===== config.mk =====
export PLATFORM = sky130hd
export DESIGN_NAME = host_cmd_initiator
export DESIGN_NICKNAME = d
export VERILOG_FILES = /design/src/rtl/host_cmd_initiator_pkg.sv /design/src/rtl/host_cmd_initiator_cmd_chunk_buf.sv /design/src/rtl/host_cmd_initiator.sv
export SDC_FILE = /design/constraint.sdc
export NUM_CORES = 1
export LEC_CHECK = 0
export CELL_PAD_IN_SITES_DETAIL_PLACEMENT = 0
export CELL_PAD_IN_SITES_GLOBAL_PLACEMENT = 2
export CORE_UTILIZATION = 40
export DETAILED_ROUTE_END_ITERATION = 8
export GPL_TIMING_DRIVEN = 0
export PLACE_DENSITY_LB_ADDON = 0.1
export SLEW_MARGIN = 20
export SYNTH_ARGS = -nofsm -noshare
export SYNTH_HDL_FRONTEND = slang
export SYNTH_SLANG_ARGS = --single-unit

===== constraint.sdc =====
create_clock -name i_clk -period 5.49 [get_ports i_clk]
set_input_delay 0.8235 -clock i_clk [delete_from_list [all_inputs] [get_ports i_clk]]
set_output_delay 0.8235 -clock i_clk [all_outputs]
set_load 0.05 [all_outputs]

===== src/rtl/host_cmd_initiator_pkg.sv =====
// Shared types and helpers for the byte-serial device command initiator.
package host_cmd_initiator_pkg;

  typedef enum logic [3:0] {
    CMD_RESET = 4'd0,
    CMD_READ  = 4'd1,
    CMD_WRITE = 4'd2
  } cmd_id_t;

  localparam int CMD_ADDR_W  = 14;
  localparam int CMD_SIZE_W  = 14;
  localparam int CMD_REG_BIT = 13;
  localparam int DEV_MEM_TOP = 8191;

  typedef struct packed {
    logic [3:0]            cmd;
    logic [CMD_ADDR_W-1:0] addr;
    logic [CMD_SIZE_W-1:0] size;
  } req_t;

  typedef enum logic [2:0] {
    ST_IDLE,
    ST_CHECK,
    ST_LOAD,
    ST_CMD,
    ST_PAYLOAD,
    ST_RESP,
    ST_DONE
  } state_t;

  function automatic logic [31:0] pack_cmd(input logic [3:0]            id,
                                           input logic [CMD_ADDR_W-1:0] addr,
                                           input logic [CMD_SIZE_W-1:0] size);
    return {id, addr, size};
  endfunction

endpackage


===== src/rtl/host_cmd_initiator_cmd_chunk_buf.sv =====
// Small register FIFO holding one write chunk so its payload can be streamed without gaps.
module cmd_chunk_buf #(
  parameter int DEPTH = 16,
  parameter int CW    = $clog2(DEPTH + 1)
) (
  input  logic          i_clk,
  input  logic          i_rst,
  input  logic          push,
  input  logic [7:0]    wdata,
  input  logic          pop,
  output logic [7:0]    rdata,
  output logic [CW-1:0] count,
  output logic          empty
);
  localparam int PW = (DEPTH > 1) ? $clog2(DEPTH) : 1;

  logic [DEPTH-1:0][7:0] mem;
  logic [PW-1:0]         wr_ptr, rd_ptr;

  // explicit wrap keeps the pointers correct for any depth, not just powers of two
  function automatic logic [PW-1:0] nxt(input logic [PW-1:0] p);
    return (p == PW'(DEPTH - 1)) ? '0 : p + 1'b1;
  endfunction

  always_ff @(posedge i_clk) begin
    if (push) mem[wr_ptr] <= wdata;
  end

  always_ff @(posedge i_clk or posedge i_rst) begin
    if (i_rst) begin
      wr_ptr <= '0;
      rd_ptr <= '0;
      count  <= '0;
    end else begin
      if (push) wr_ptr <= nxt(wr_ptr);
      if (pop)  rd_ptr <= nxt(rd_ptr);
      if (push && !pop)      count <= count + 1'b1;
      else if (!push && pop) count <= count - 1'b1;
    end
  end

  assign rdata = mem[rd_ptr];
  assign empty = (count == '0);

endmodule


===== src/rtl/host_cmd_initiator.sv =====
// Host-side initiator: splits a request into command-word chunks, streams payload, drains responses.
// Optional response watchdog enabled by defining CMD_INIT_TIMEOUT_EN.
module host_cmd_initiator
  import host_cmd_initiator_pkg::*;
#(
  parameter int MAX_BURST      = 16,
  parameter int TIMEOUT_CYCLES = 1024
) (
  input  logic        i_clk,
  input  logic        i_rst,
  input  logic        i_req_valid,
  output logic        o_req_ready,
  input  logic [3:0]  i_req_cmd,
  input  logic [13:0] i_req_addr,
  input  logic [13:0] i_req_size,
  input  logic        i_wr_valid,
  input  logic [7:0]  i_wr_data,
  output logic        o_wr_ready,
  output logic        o_tx_write,
  output logic [7:0]  o_tx_data,
  input  logic        i_tx_full,
  output logic        o_rx_read,
  input  logic [7:0]  i_rx_data,
  input  logic        i_rx_empty,
  output logic        o_rd_valid,
  output logic [7:0]  o_rd_data,
  output logic        o_done,
  output logic        o_err
);
  localparam int CW = $clog2(MAX_BURST + 1);

  state_t        state_q, state_d;
  req_t          req_q;
  logic [12:0]   addr_q;
  logic [14:0]   rem_q;
  logic [1:0]    byte_q;
  logic [CW-1:0] rd_cnt_q, chunk, resp_len, buf_count;
  logic          err_q, rd_vld_q;
  logic [7:0]    rd_data_q, buf_data;
  logic          buf_push, buf_pop, buf_empty;
  logic          is_reg, is_mem, is_mem_wr, bad_req, chunk_end, tmo_hit, rx_pop, last_chunk;
  logic [14:0]   span_end;
  logic [31:0]   cmd_word;

  assign is_reg    = req_q.addr[CMD_REG_BIT];
  assign is_mem    = !is_reg && (req_q.cmd == CMD_READ || req_q.cmd == CMD_WRITE);
  assign is_mem_wr = is_mem && (req_q.cmd == CMD_WRITE);
  assign span_end  = 15'(req_q.addr[12:0]) + 15'(req_q.size);
  assign bad_req   = (req_q.cmd > CMD_WRITE) || (is_mem && span_end > 15'(DEV_MEM_TOP));

  assign chunk      = (rem_q > 15'(MAX_BURST)) ? CW'(MAX_BURST) : rem_q[CW-1:0];
  assign resp_len   = is_reg ? CW'(1) : chunk;
  assign last_chunk = is_reg || (rem_q == 15'(chunk));

  // memory ops carry the running chunk address/length; reset and register ops go out verbatim
  assign cmd_word = is_mem ? pack_cmd(req_q.cmd, {1'b0, addr_q}, 14'(chunk) - 14'd1)
                           : pack_cmd(req_q.cmd, req_q.addr, req_q.size);

  assign buf_push  = o_wr_ready && i_wr_valid;
  assign buf_pop   = (state_q == ST_PAYLOAD) && !i_tx_full && !buf_empty;
  assign rx_pop    = (state_q == ST_RESP) && !i_rx_empty;
  assign chunk_end = (buf_pop && buf_count == CW'(1)) ||
                     (rx_pop && rd_cnt_q == resp_len - 1'b1);

  cmd_chunk_buf #(.DEPTH(MAX_BURST), .CW(CW)) u_buf (
    .i_clk (i_clk),
    .i_rst (i_rst),
    .push  (buf_push),
    .wdata (i_wr_data),
    .pop   (buf_pop),
    .rdata (buf_data),
    .count (buf_count),
    .empty (buf_empty)
  );

`ifdef CMD_INIT_TIMEOUT_EN
  localparam int TW = $clog2(TIMEOUT_CYCLES + 1);
  logic [TW-1:0] tmo_q;

  assign tmo_hit = rx_pop ? 1'b0
                 : (state_q == ST_RESP) && (tmo_q == TW'(TIMEOUT_CYCLES - 1));

  always_ff @(posedge i_clk or posedge i_rst) begin
    if (i_rst)                              tmo_q <= '0;
    else if (state_q != ST_RESP || rx_pop)  tmo_q <= '0;
    else                                    tmo_q <= tmo_q + 1'b1;
  end
`else
  logic unused_tmo;
  assign unused_tmo = (TIMEOUT_CYCLES != 0);
  assign tmo_hit    = 1'b0;
`endif

  always_comb begin
    state_d     = state_q;
    o_req_ready = 1'b0;
    o_wr_ready  = 1'b0;
    o_tx_write  = 1'b0;
    o_tx_data   = 8'h00;
    o_rx_read   = 1'b0;
    o_done      = 1'b0;
    o_err       = 1'b0;
    case (state_q)
      ST_IDLE: begin
        o_req_ready = 1'b1;
        if (i_req_valid) state_d = ST_CHECK;
      end
      ST_CHECK: begin
        if (bad_req)        state_d = ST_DONE;
        else if (is_mem_wr) state_d = ST_LOAD;
        else                state_d = ST_CMD;
      end
      ST_LOAD: begin
        o_wr_ready = (buf_count < chunk);
        if (buf_count == chunk) state_d = ST_CMD;
      end
      ST_CMD: begin
        if (!i_tx_full) begin
          o_tx_write = 1'b1;
          o_tx_data  = cmd_word[{byte_q, 3'b000} +: 8];
          if (byte_q == 2'd3) begin
            if (is_mem_wr)                    state_d = ST_PAYLOAD;
            else if (req_q.cmd == CMD_READ)   state_d = ST_RESP;
            else                              state_d = ST_DONE;
          end
        end
      end
      ST_PAYLOAD: begin
        o_tx_write = buf_pop;
        o_tx_data  = buf_data;
        if (chunk_end) state_d = last_chunk ? ST_DONE : ST_LOAD;
      end
      ST_RESP: begin
        o_rx_read = rx_pop;
        if (chunk_end)    state_d = last_chunk ? ST_DONE : ST_CMD;
        else if (tmo_hit) state_d = ST_DONE;
      end
      ST_DONE: begin
        o_done  = 1'b1;
        o_err   = err_q;
        state_d = ST_IDLE;
      end
      default: state_d = ST_IDLE;
    endcase
  end

  always_ff @(posedge i_clk or posedge i_rst) begin
    if (i_rst) begin
      state_q   <= ST_IDLE;
      req_q     <= '0;
      addr_q    <= '0;
      rem_q     <= '0;
      byte_q    <= '0;
      rd_cnt_q  <= '0;
      err_q     <= 1'b0;
      rd_vld_q  <= 1'b0;
      rd_data_q <= '0;
    end else begin
      state_q  <= state_d;
      rd_vld_q <= rx_pop;
      if (rx_pop) rd_data_q <= i_rx_data;
      case (state_q)
        ST_IDLE: if (i_req_valid) begin
          req_q <= '{cmd: i_req_cmd, addr: i_req_addr, size: i_req_size};
          err_q <= 1'b0;
        end
        ST_CHECK: begin
          rem_q  <= 15'(req_q.size) + 15'd1;
          addr_q <= req_q.addr[12:0];
          err_q  <= bad_req;
          byte_q <= '0;
        end
        ST_CMD: begin
          if (o_tx_write) byte_q <= byte_q + 1'b1;
          rd_cnt_q <= '0;
        end
        ST_RESP: begin
          if (rx_pop)  rd_cnt_q <= rd_cnt_q + 1'b1;
          if (tmo_hit) err_q    <= 1'b1;
        end
        default: ;
      endcase
      // the 15-bit remaining count never goes below zero: chunk <= rem_q by construction
      if (chunk_end) begin
        rem_q    <= rem_q - 15'(chunk);
        addr_q   <= addr_q + 13'(chunk);
        rd_cnt_q <= '0;
      end
    end
  end

  assign o_rd_valid = rd_vld_q;
  assign o_rd_data  = rd_data_q;

endmodule


==> results of run 1 <==
cells in the final DEF, fill, tap and decap left out, drive strengths merged, types with 19 or more instances in the layout:
| master | instances |
|---|---|
| edfxtp | 128 |
| dfrtp | 93 |
| clkdlybuf4s50 | 74 |
| clkbuf | 66 |
| nand2 | 61 |
| nor2 | 58 |
| mux4 | 45 |
| o21ai | 44 |
| mux2 | 42 |
| ha | 38 |
| nand3 | 36 |
| inv | 33 |
| a21oi | 32 |
| nor3 | 27 |
| buf | 19 |
worst max-delay path by stage:
stage              from      endpoint  slack, ns  cells past startpoint
3_3_place_gp   rem_q[5]  o_tx_data[6]       0.01                      7
6_report       rem_q[7]  o_tx_data[6]       0.29                      7
2_1_floorplan  rem_q[1]  o_tx_data[2]       1.01                      9
4_1_cts        rem_q[3]  o_tx_data[4]      0.004                     10
5_1_grt        rem_q[7]  o_tx_data[6]       0.06                      7
3_5_place_dp   rem_q[3]  o_tx_data[2]       0.26                     11
what timing repair did:
action | CTS | global route
pin swaps | 0 | 1
setup buffers | 0 | 3
setup endpoints to repair | 4 | 6
gates resized for setup | 6 | 6
through the flow:
stage	setup slack [ns]	cell area [sq um]	hold WS, ns	power, mW
after floorplan	1.01	11200	0.470	4.39
after global placement	0.0121	12400	0.489	5.35
after detailed placement	0.258	12500	0.494	5.37
after CTS	0.00383	13300	0.506	7.03
after global routing	0.0627	13400	0.519	7.42
final	0.294	13400	0.502	7.00
metal layers:
layer | track usage (%) | part of all wire, %
met1 | 30.0 | 43
met2 | 40.0 | 50
met3 | 3.10 | 4.1
met4 | 6.66 | 2.6
met5 | 0 | 0
worst register-to-register path, stage by stage, from the launching register on:
cell and delay, ns:
dfrtp_1 0.35, clkbuf_1 0.24, or4_4 0.53, a2111oi_4 0.47
nand2_1 0.29, ha_1 0.36, a21oi_1 0.17, o221a_2 0.23
and2_1 0.13, clkbuf_1 0.34, nand2_1 0.25, nor2_1 0.78
kinds of logic after synthesis:
family	share of synthesized area, %
compound gates	10.1
xor+xnor	1.96
fa+ha+maj	4.61
buf+inv	2.98
flops	55.1
mux	14.4
other cells	0.0335
simple gates	10.8
power groups by stage:
| stage | sequential (mW) | combinational, mW | clock [mW] |
|---|---|---|---|
| after floorplan | 2.48 | 1.91 | 0 |
| after global placement | 2.64 | 2.71 | 0 |
| after detailed placement | 2.63 | 2.74 | 0 |
| after CTS | 2.61 | 2.76 | 1.67 |
| after global routing | 2.67 | 3.01 | 1.73 |
| final | 2.62 | 2.74 | 1.64 |
area by class of cell:
type | count | area (sq um) | area share, %
inverters | 32 | 125 | 0.937
well taps | 372 | 465 | 3.48
multi-input cells | 575 | 4750 | 35.5
plain buffers | 49 | 216 | 1.62
flip-flops and latches | 221 | 6170 | 46.2
clock buffers | 28 | 637 | 4.77
clock inverters | 18 | 159 | 1.19
repair buffers | 84 | 841 | 6.29
==> summary.md, run 1 <==
| Metric | Value |
|---|---|
| Post-synth top area share | about 34% |
| H-tree depth | 1 |
| RSZ-0062 raised after global routing | false |
| Seq/Total Area, Yosys | a little under three fifths |
| Antenna viol nets, final | 0 |
| CTS tree | done |
| Fin cells | approximately 1400 |
| Residual DRC count | 0 |
| Clock latency on the worst-skew pair | roughly 0.55 ns |
| Yosys cell types | 68 |
| Iter 0 DRT Violations | around 600 |
| Largest net degree at the start of global routing | 57 |
| Nets | ~1100 |
| CTS clk-pin slew, worst paths | 0.06 ns |
| Hold Crit Endpoint | o_rd_data[7] |
| Post-synth top flop | edfxtp_1 |
| Reg2Reg Setup Slack | ~0.95 ns |
| Synth Instances | about 880 |
| Net switching power | ~2.8 mW |
| Worst Path Arrival | roughly 4.4 ns |
| Vias per cell | around 5.6 |
| Setup Viol. Count Final | 0 |
| Final core occ | ~49% |
| Synth Net Count | between 900 and 1000 |
| Clock skew | a little over 0.02 ns |
| TNS Setup | 0 ns |
| Clock share of power | between 20% and 30% |
| WP buf/inv | 1 |
| Row count | 60 |
| Reg2reg path depth | 11 |
| Vias in the first global route | 7965 |
| Crit share post-route | 94.7% |
| Dpl hpwl | between 20000 and 25000 um |
| Cell Int Power | 4.21 mW |
| First-pass GRT wire length | slightly below 50000 um |
| PortBufs | 76 |
| Die area | 0.0287 sq mm |
| RR Endpoint | u_buf.mem[55] |
| CTS Buffer Depth | 3 |
| Cell Area, Synth | about 0.011 sq mm |
| Post-synth EDFFs | 128 |
| Drt pass-1 iters | 5 |
| Max VDD drop | 276 uV |
| Die height | 169 um |
| Initial Util | approximately two fifths |
| CP required | around 4.7 ns |
| Most frequent CP cell | o21ai_0 |
| Combinational power share | between 30% and 40% |
| WL final | 31700 um |
| Post-synth top cells | 128 x edfxtp_1, 93 x dfrtp_1, 61 x nand2_1 |
| Total Routing Usage GR | between 20% and 30% |
| Min-delay src | o_rd_data[7] |
| Post-Place Cells | between 1000 and 1500 |
| PD cells | 524 mW/mm^2 |
| Biggest regs | u_buf.mem (128), req_q (31), rem_q (15) |
| Drt wl/cell | ~23 um |
| Status | finished clean |
| Critical Path Slowest Stage Cell | clkdlybuf4s50_1 |
| Fmax | about 0.19 GHz |
| Ys async rst share | around 42% |
| CP Cell Sequence | nor4_4, nand3_1, o41ai_4, o21ai_0, mux4_2, o21ai_0, clkdlybuf4s50_1 |
| Hold depth | 1 |
| CP endpoint kind | primary output |
| Ys Warns | 0 |
| Worst slew pin tran | about 0.95 ns |
| Area contributors post-synth | edfxtp_1 34%, dfrtp_1 21%, mux4_2 9.1%, ha_1 4.2%, mux2_2 3.9% |
| Most numerous cell in the Yosys netlist | edfxtp_1 |
| Synthesis-stage register bit count | roughly 220 |
| Max Fanout on Critical Path | 8 |
| Final hold violations | 0 |
| Worst relative slew slack | ~37% |
| Family with the most delay on the worst path | compound AO/OA/AOI/OAI gates |
| # diodes | 0 |
| Origin of the critical flop-to-flop path | rem_q[3] |
| Filler cell count | around 2500 |
| Switching share of total power | about 40% |
| Number of max-slew violations in the final report | 0 |
| Grt ovf | 0 |
| Leakage | between 4 and 5 nW |
| Critical path's largest stage delay | approximately 0.90 ns |
| Kind of start point of the critical path | register |
| Clock root cell | clkbuf_16 |
| Area of the core | between 0.02 and 0.03 sq mm |
| Clk sinks | between 200 and 250 |
| Initial antenna violation count | 2 |
| I/O pin total | 77 |
| Gp weighted congestion | a little under 0.9 |
| Yosys top cell by area | edfxtp_1 |
| CTS Buf Count | 25 |
| # hold bufs at CTS | 0 |
| Mean area per synthesized cell | 12.8 sq um |
| Kind of critical path | reg2out |
| HP Class | reg2reg |
| Area Overhead vs Synth | 19.4% |
| Top reg by flops | u_buf.mem |
| Die width | 169 um |
| Layout cell share with drive strength beyond 1 | between 10% and 20% |
| MaxCap Viol Count | 0 |
| DR vias | 7777 |
| Period minus WS final | a little over 5 ns |
| Flop pwr share | a little under two fifths |
| Max FFs per register | between 100 and 150 |
Note: power is estimated with default switching activity, not from simulation.
==> run 2, diff against run 1 <==
--- a/config.mk
+++ b/config.mk
@@ -7,6 +7,7 @@
 export LEC_CHECK = 0
 export CELL_PAD_IN_SITES_DETAIL_PLACEMENT = 0
 export CELL_PAD_IN_SITES_GLOBAL_PLACEMENT = 2
+export CORE_MARGIN = 4
 export CORE_UTILIZATION = 40
 export DETAILED_ROUTE_END_ITERATION = 8
 export GPL_TIMING_DRIVEN = 0
==> summary.md, run 2 (synthesis results as in run 1) <==
| Metric | Value |
|---|---|
| Final setup margin | between 0.2 and 0.3 ns |
| Status | finished clean |
| Gp weighted congestion | 0.800 |
| Fmax | slightly below 0.2 GHz |
| Row count | 60 |
| Die height | 175 um |
| WL final | a little over 30000 um |
| Clock skew | a little over 0.03 ns |
| Max VDD drop | 281 uV |
| Worst relative slew slack | between 30% and 40% |
| Filler cell count | around 2400 |
| Most common cell after layout, fill and taps aside | edfxtp_1 |
| Footprint of the multi-input gates | 0.00474 sq mm |
| Most frequent CP cell | a21oi_1 |
| First-pass GRT wire length | roughly 48000 um |
| MaxCap Viol Count | 0 |
| Period minus WS final | about 5.2 ns |
| Initial antenna violation count | 0 |
| Worst Path Arrival | between 4 and 5 ns |
| Post-Place Cells | roughly 1300 |
| Antenna viol nets, final | 0 |
| Dpl ws | 0.227 ns |
| Dpl hpwl | approximately 23000 um |
| CP endpoint kind | primary output |
| Number of max-slew violations in the final report | 0 |
| CTS clk-pin slew, worst paths | ~0.06 ns |
| Register area | roughly 0.0062 sq mm |
| HP Class | reg2reg |
| CTS Buffer Depth | 3 |
| TNS Setup | 0 ns |
| Clock latency on the worst-skew pair | approximately 0.55 ns |
| Top reg by flops | u_buf.mem |
| Family with the most delay on the worst path | compound AO/OA/AOI/OAI gates |
| I/O pin total | between 70 and 80 |
| Drt pass-1 iters | 5 |
| Initial Util | between 40% and 50% |
| Die width | between 150 and 200 um |
| Final hold violations | 0 |
| Area Overhead vs Synth | 19.3% |
| Worst slew pin tran | around 1.0 ns |
| # diodes | 0 |
| PD cells | between 500 and 600 mW/mm^2 |
| Kind of critical path | reg2out |
| Iter 0 DRT Violations | about 510 |
| Crit share post-route | a little over nine tenths |
| Area of the core | ~0.027 sq mm |
| Setup Viol. Count Final | 0 |
| Commonest cells after routing, fill and taps aside | 128 x edfxtp_1, 93 x dfrtp_1, 74 x clkdlybuf4s50_1, 61 x nand2_1, 58 x nor2_1 |
| Vias in the first global route | 7751 |
| Drt wl/cell | 22.5 um |
| Critical Path Slowest Stage Cell | dlygate4sd2_1 |
| H-tree depth | 1 |
| Critical path's largest stage delay | 0.58 ns |
| Clk sinks | ~220 |
| DR vias | 7742 |
| Max FFs per register | about 130 |
| PortBufs | 76 |
| Layout cell share with drive strength beyond 1 | 15.5% |
| Largest net degree at the start of global routing | 55 |
| Kind of start point of the critical path | register |
| Max Fanout on Critical Path | 9 |
| Total Routing Usage GR | 20.1% |
| Grt ovf | 0 |
| Biggest regs | u_buf.mem (128), req_q (31), rem_q (15) |
| Fin cells | ~1400 |
| Residual DRC count | 0 |
| Nets | 1078 |
| # hold bufs at CTS | 0 |
| Leakage | just under 5 nW |
| Vias per cell | roughly 5.6 |
| CP Cell Sequence | clkbuf_1, or4_4, a2111oi_4, nand2_1, ha_1, xor2_1, a211o_1, a21oi_1, a21oi_1, o21ai_0, dlygate4sd2_1 |
| Post-route total power | about 7 mW |
| Die area | 0.0307 sq mm |
| CTS tree | done |
| WP buf/inv | 2 |
| RSZ-0062 raised after global routing | false |
| Clock root cell | clkbuf_16 |
| CP required | roughly 4.7 ns |
| CTS Buf Count | 26 |
[run 2: metrics by stage]
stage | area, sq um | hold WS [ns] | utilization [%]
floorplan | 11200 | 0.470 | -
global placement | 12400 | 0.488 | 45.6
detailed placement | 12500 | 0.494 | 45.8
CTS | 13300 | 0.507 | 48.9
global route | 13400 | 0.512 | 49.0
finish | 13400 | 0.501 | 49.0
[run 2: final cells by class]
type	instances	area share [%]
sequential	221	46.2
multi-input combinational	575	35.5
timing repair buffer	79	6.00
clock buffer	30	4.99
tap	372	3.49
buffer	49	1.62
clock inverter	17	1.25
inverter	32	0.937
[run 2: layer usage]
layer | global-route usage, % | vias up | routed length (um)
li1 | - | 3609 | -
met1 | 31.9 | 3912 | 15500
met2 | 29.0 | 186 | 13100
met3 | 3.75 | 35 | 1710
met4 | 3.83 | 0 | 535
met5 | 0 | - | 0
[run 2: worst paths after layout]
path | startpoint | end | slack, ns | cells after the start
worst max-delay path | rem_q[3] | o_tx_data[2] | 0.28 | 11
worst min-delay path | o_rd_data[7] | o_rd_data[7] | 0.50 | 1
worst max register to register | rem_q[3] | u_buf.mem[92] | 0.90 | 11
worst min register to register | o_rd_data[7] | o_rd_data[7] | 0.50 | 1
max in group asynchronous | i_rst | rd_cnt_q[2] | 4.15 | 3
min in group asynchronous | i_rst | req_q[11] | 0.70 | 2
[run 2: repair_timing]
item | CTS | global route
setup endpoints to repair | 2 | 7
resized for setup | 2 | 6
hold endpoints to repair | 0 | 0
gates cloned | 0 | 0
buffers inserted | 0 | 2
pin swaps | 1 | 1
[run 2: worst reg2reg max path, delay by kind of cell (launching register included)]
family | cells | cell delay [ns]
flops | 1 | 0.35
buf+inv | 2 | 0.60
fa+ha+maj | 1 | 0.36
simple gates | 5 | 1.99
compound gates | 3 | 0.92
[run 2: where the power goes]
group	internal, mW	total [mW]	switching, mW
sequential	2.11	2.58	0.474
clock	0.969	1.65	0.683
combinational	1.17	2.75	1.58
==> run 3, diff against run 2 <==
==> constraint.sdc (replaced) <==
create_clock -name i_clk -period 5.9 [get_ports i_clk]
set_input_delay 0.885 -clock i_clk [delete_from_list [all_inputs] [get_ports i_clk]]
set_output_delay 0.885 -clock i_clk [all_outputs]
set_load 0.05 [all_outputs]
==> summary.md, run 3 (synthesis results as in run 1) <==
| Metric | Value |
|---|---|
| Post-Place Cells | around 1300 |
| I/O pin total | 77 |
| Row count | 60 |
| Area of the core | 0.0273 sq mm |
| Most frequent CP cell | a21oi_1 |
| Setup Buffers After CTS | 0 |
| Top reg by flops | u_buf.mem |
| Critical Path Slowest Stage Cell | clkdlybuf4s50_1 |
| Residual DRC count | 0 |
| Max VDD drop | 262 uV |
| CTS clk-pin slew, worst paths | 0.06 ns |
| M3 GR Usage | 3.75% |
| Final hold violations | 0 |
| First-pass GRT wire length | approximately 48000 um |
| GRT busiest layer | met1 |
| Initial antenna violation count | 0 |
| Drt wl/cell | ~23 um |
| Nets | roughly 1100 |
| WP buf/inv | 2 |
| PostCTS Resize Cnt | 0 |
| Commonest cells after routing, fill and taps aside | 128 x edfxtp_1, 93 x dfrtp_1, 75 x clkdlybuf4s50_1, 61 x nand2_1, 58 x nor2_1 |
| Clock root cell | clkbuf_16 |
| Iter 0 DRT Violations | between 400 and 500 |
| Fin cells | 1373 |
| Die width | ~180 um |
| Critical path's largest stage delay | 0.88 ns |
| Max FFs per register | 128 |
| Clock skew | 0.0302 ns |
| Reg2Reg Setup Slack | approximately 1.1 ns |
| Hold Crit Endpoint | o_rd_data[7] |
| Period minus WS final | 5.55 ns |
| Vias in the first global route | just under 8000 |
| Origin of the critical flop-to-flop path | rem_q[3] |
| RSZ-0062 raised after global routing | false |
| MaxCap Viol Count | 0 |
| Initial Util | 41.1% |
| Layout cell share with drive strength beyond 1 | roughly 15% |
| Die height | around 180 um |
| Clk sinks | roughly 220 |
| GR Util met2 | 29.0% |
| # diodes | 0 |
| Post-route total power | ~6.5 mW |
| CP endpoint kind | primary output |
| Worst relative slew slack | a little under a third |
| Drt pass-1 iters | 5 |
| RR Endpoint | u_buf.mem[60] |
| Setup Viol. Count Final | 0 |
| DR vias | approximately 7700 |
| Fmax | about 0.18 GHz |
| Area Overhead vs Synth | 19.0% |
| Hold depth | 1 |
| Worst slew pin tran | a little over 1 ns |
| CP Cell Sequence | clkbuf_1, or4_4, a2111oi_4, nand2_1, ha_1, a211o_1, a21oi_1, a21oi_1, o21ai_0, clkdlybuf4s50_1 |
| # hold bufs at CTS | 0 |
| Reg2reg path depth | 11 |
| TNS Setup | 0 ns |
| Filler cell count | roughly 2400 |
| HP Class | reg2reg |
| WL final | 30900 um |
| CTS Buffer Depth | 3 |
| Leakage | roughly 4.8 nW |
| Kind of start point of the critical path | register |
| CP required | roughly 5.0 ns |
| Max Fanout on Critical Path | 9 |
| Largest net degree at the start of global routing | 55 |
| Most common cell after layout, fill and taps aside | edfxtp_1 |
| Crit share post-route | between 90% and 100% |
| Biggest regs | u_buf.mem (128), req_q (31), rem_q (15) |
| Worst Path Arrival | between 4 and 5 ns |
| H-tree depth | 1 |
| Vias per cell | approximately 5.6 |
| Clock latency on the worst-skew pair | 0.55 ns |
| Status | finished clean |
| Number of max-slew violations in the final report | 0 |
| Kind of critical path | reg2out |
| M1 GR Usage | 31.9% |
| PD cells | between 400 and 500 mW/mm^2 |
| CTS Buf Count | 26 |
| PortBufs | 76 |
| Dpl hpwl | roughly 23000 um |
| Die area | around 0.03 sq mm |
| Antenna viol nets, final | 0 |
| Min-delay src | o_rd_data[7] |
| Total Routing Usage GR | about a fifth |
| Grt ovf | 0 |
| Gp weighted congestion | 0.800 |
| Family with the most delay on the worst path | compound AO/OA/AOI/OAI gates |
| CTS tree | done |
## run 3: changes by cell type in the layout (fill, tap and decap cells not counted), sizes merged
cell / previous run / this run
dlygate4sd2: 2 / 0
dlymetal6s2s: 0 / 1
clkdlybuf4s50: 74 / 75
clkbuf: 68 / 66
## run 3: per-stage QoR
step                      area (sq um)  hold slack [ns]  setup WS (ns)  utilization (%)
after CTS                        13300            0.507        0.00660             48.9
after floorplan                  11200            0.470           1.36                -
after global routing             13300            0.512         0.0241             48.9
after global placement           12400            0.488          0.475             45.6
after detailed placement         12500            0.494          0.575             45.8
final                            13300            0.501          0.351             48.9
## run 3: layout make-up
class	count	area, sq um	area share (%)
clock buffer	30	666	5.00
multi-input combinational	575	4720	35.4
inverter	32	125	0.939
buffer	49	214	1.61
sequential	221	6170	46.3
clock inverter	17	166	1.25
tap	372	465	3.49
timing repair buffer	77	791	5.94
## run 3: power by group
part / total, mW / leakage (nW) / internal [mW] / switching (mW)
clock: 1.54 / 0.400 / 0.902 / 0.635
sequential: 2.39 / 2.30 / 1.96 / 0.430
combinational: 2.56 / 2.10 / 1.09 / 1.47
total: 6.49 / 4.80 / 3.95 / 2.54
## run 3: per-layer routing
metal | up-vias | routed length, um
met5 | - | 0
li1 | 3602 | -
met4 | 0 | 535
met1 | 3887 | 15500
met3 | 35 | 1780
met2 | 188 | 13100
## run 3: how the worst max path moves through the flow
stage / endpoint / depth (start not counted) / start
2_1_floorplan: o_tx_data[2] / 9 / rem_q[1]
4_1_cts: o_tx_data[2] / 11 / rem_q[3]
5_1_grt: o_tx_data[6] / 7 / rem_q[5]
3_5_place_dp: o_tx_data[2] / 11 / rem_q[3]
6_report: o_tx_data[1] / 10 / rem_q[3]
3_3_place_gp: o_tx_data[6] / 7 / rem_q[5]
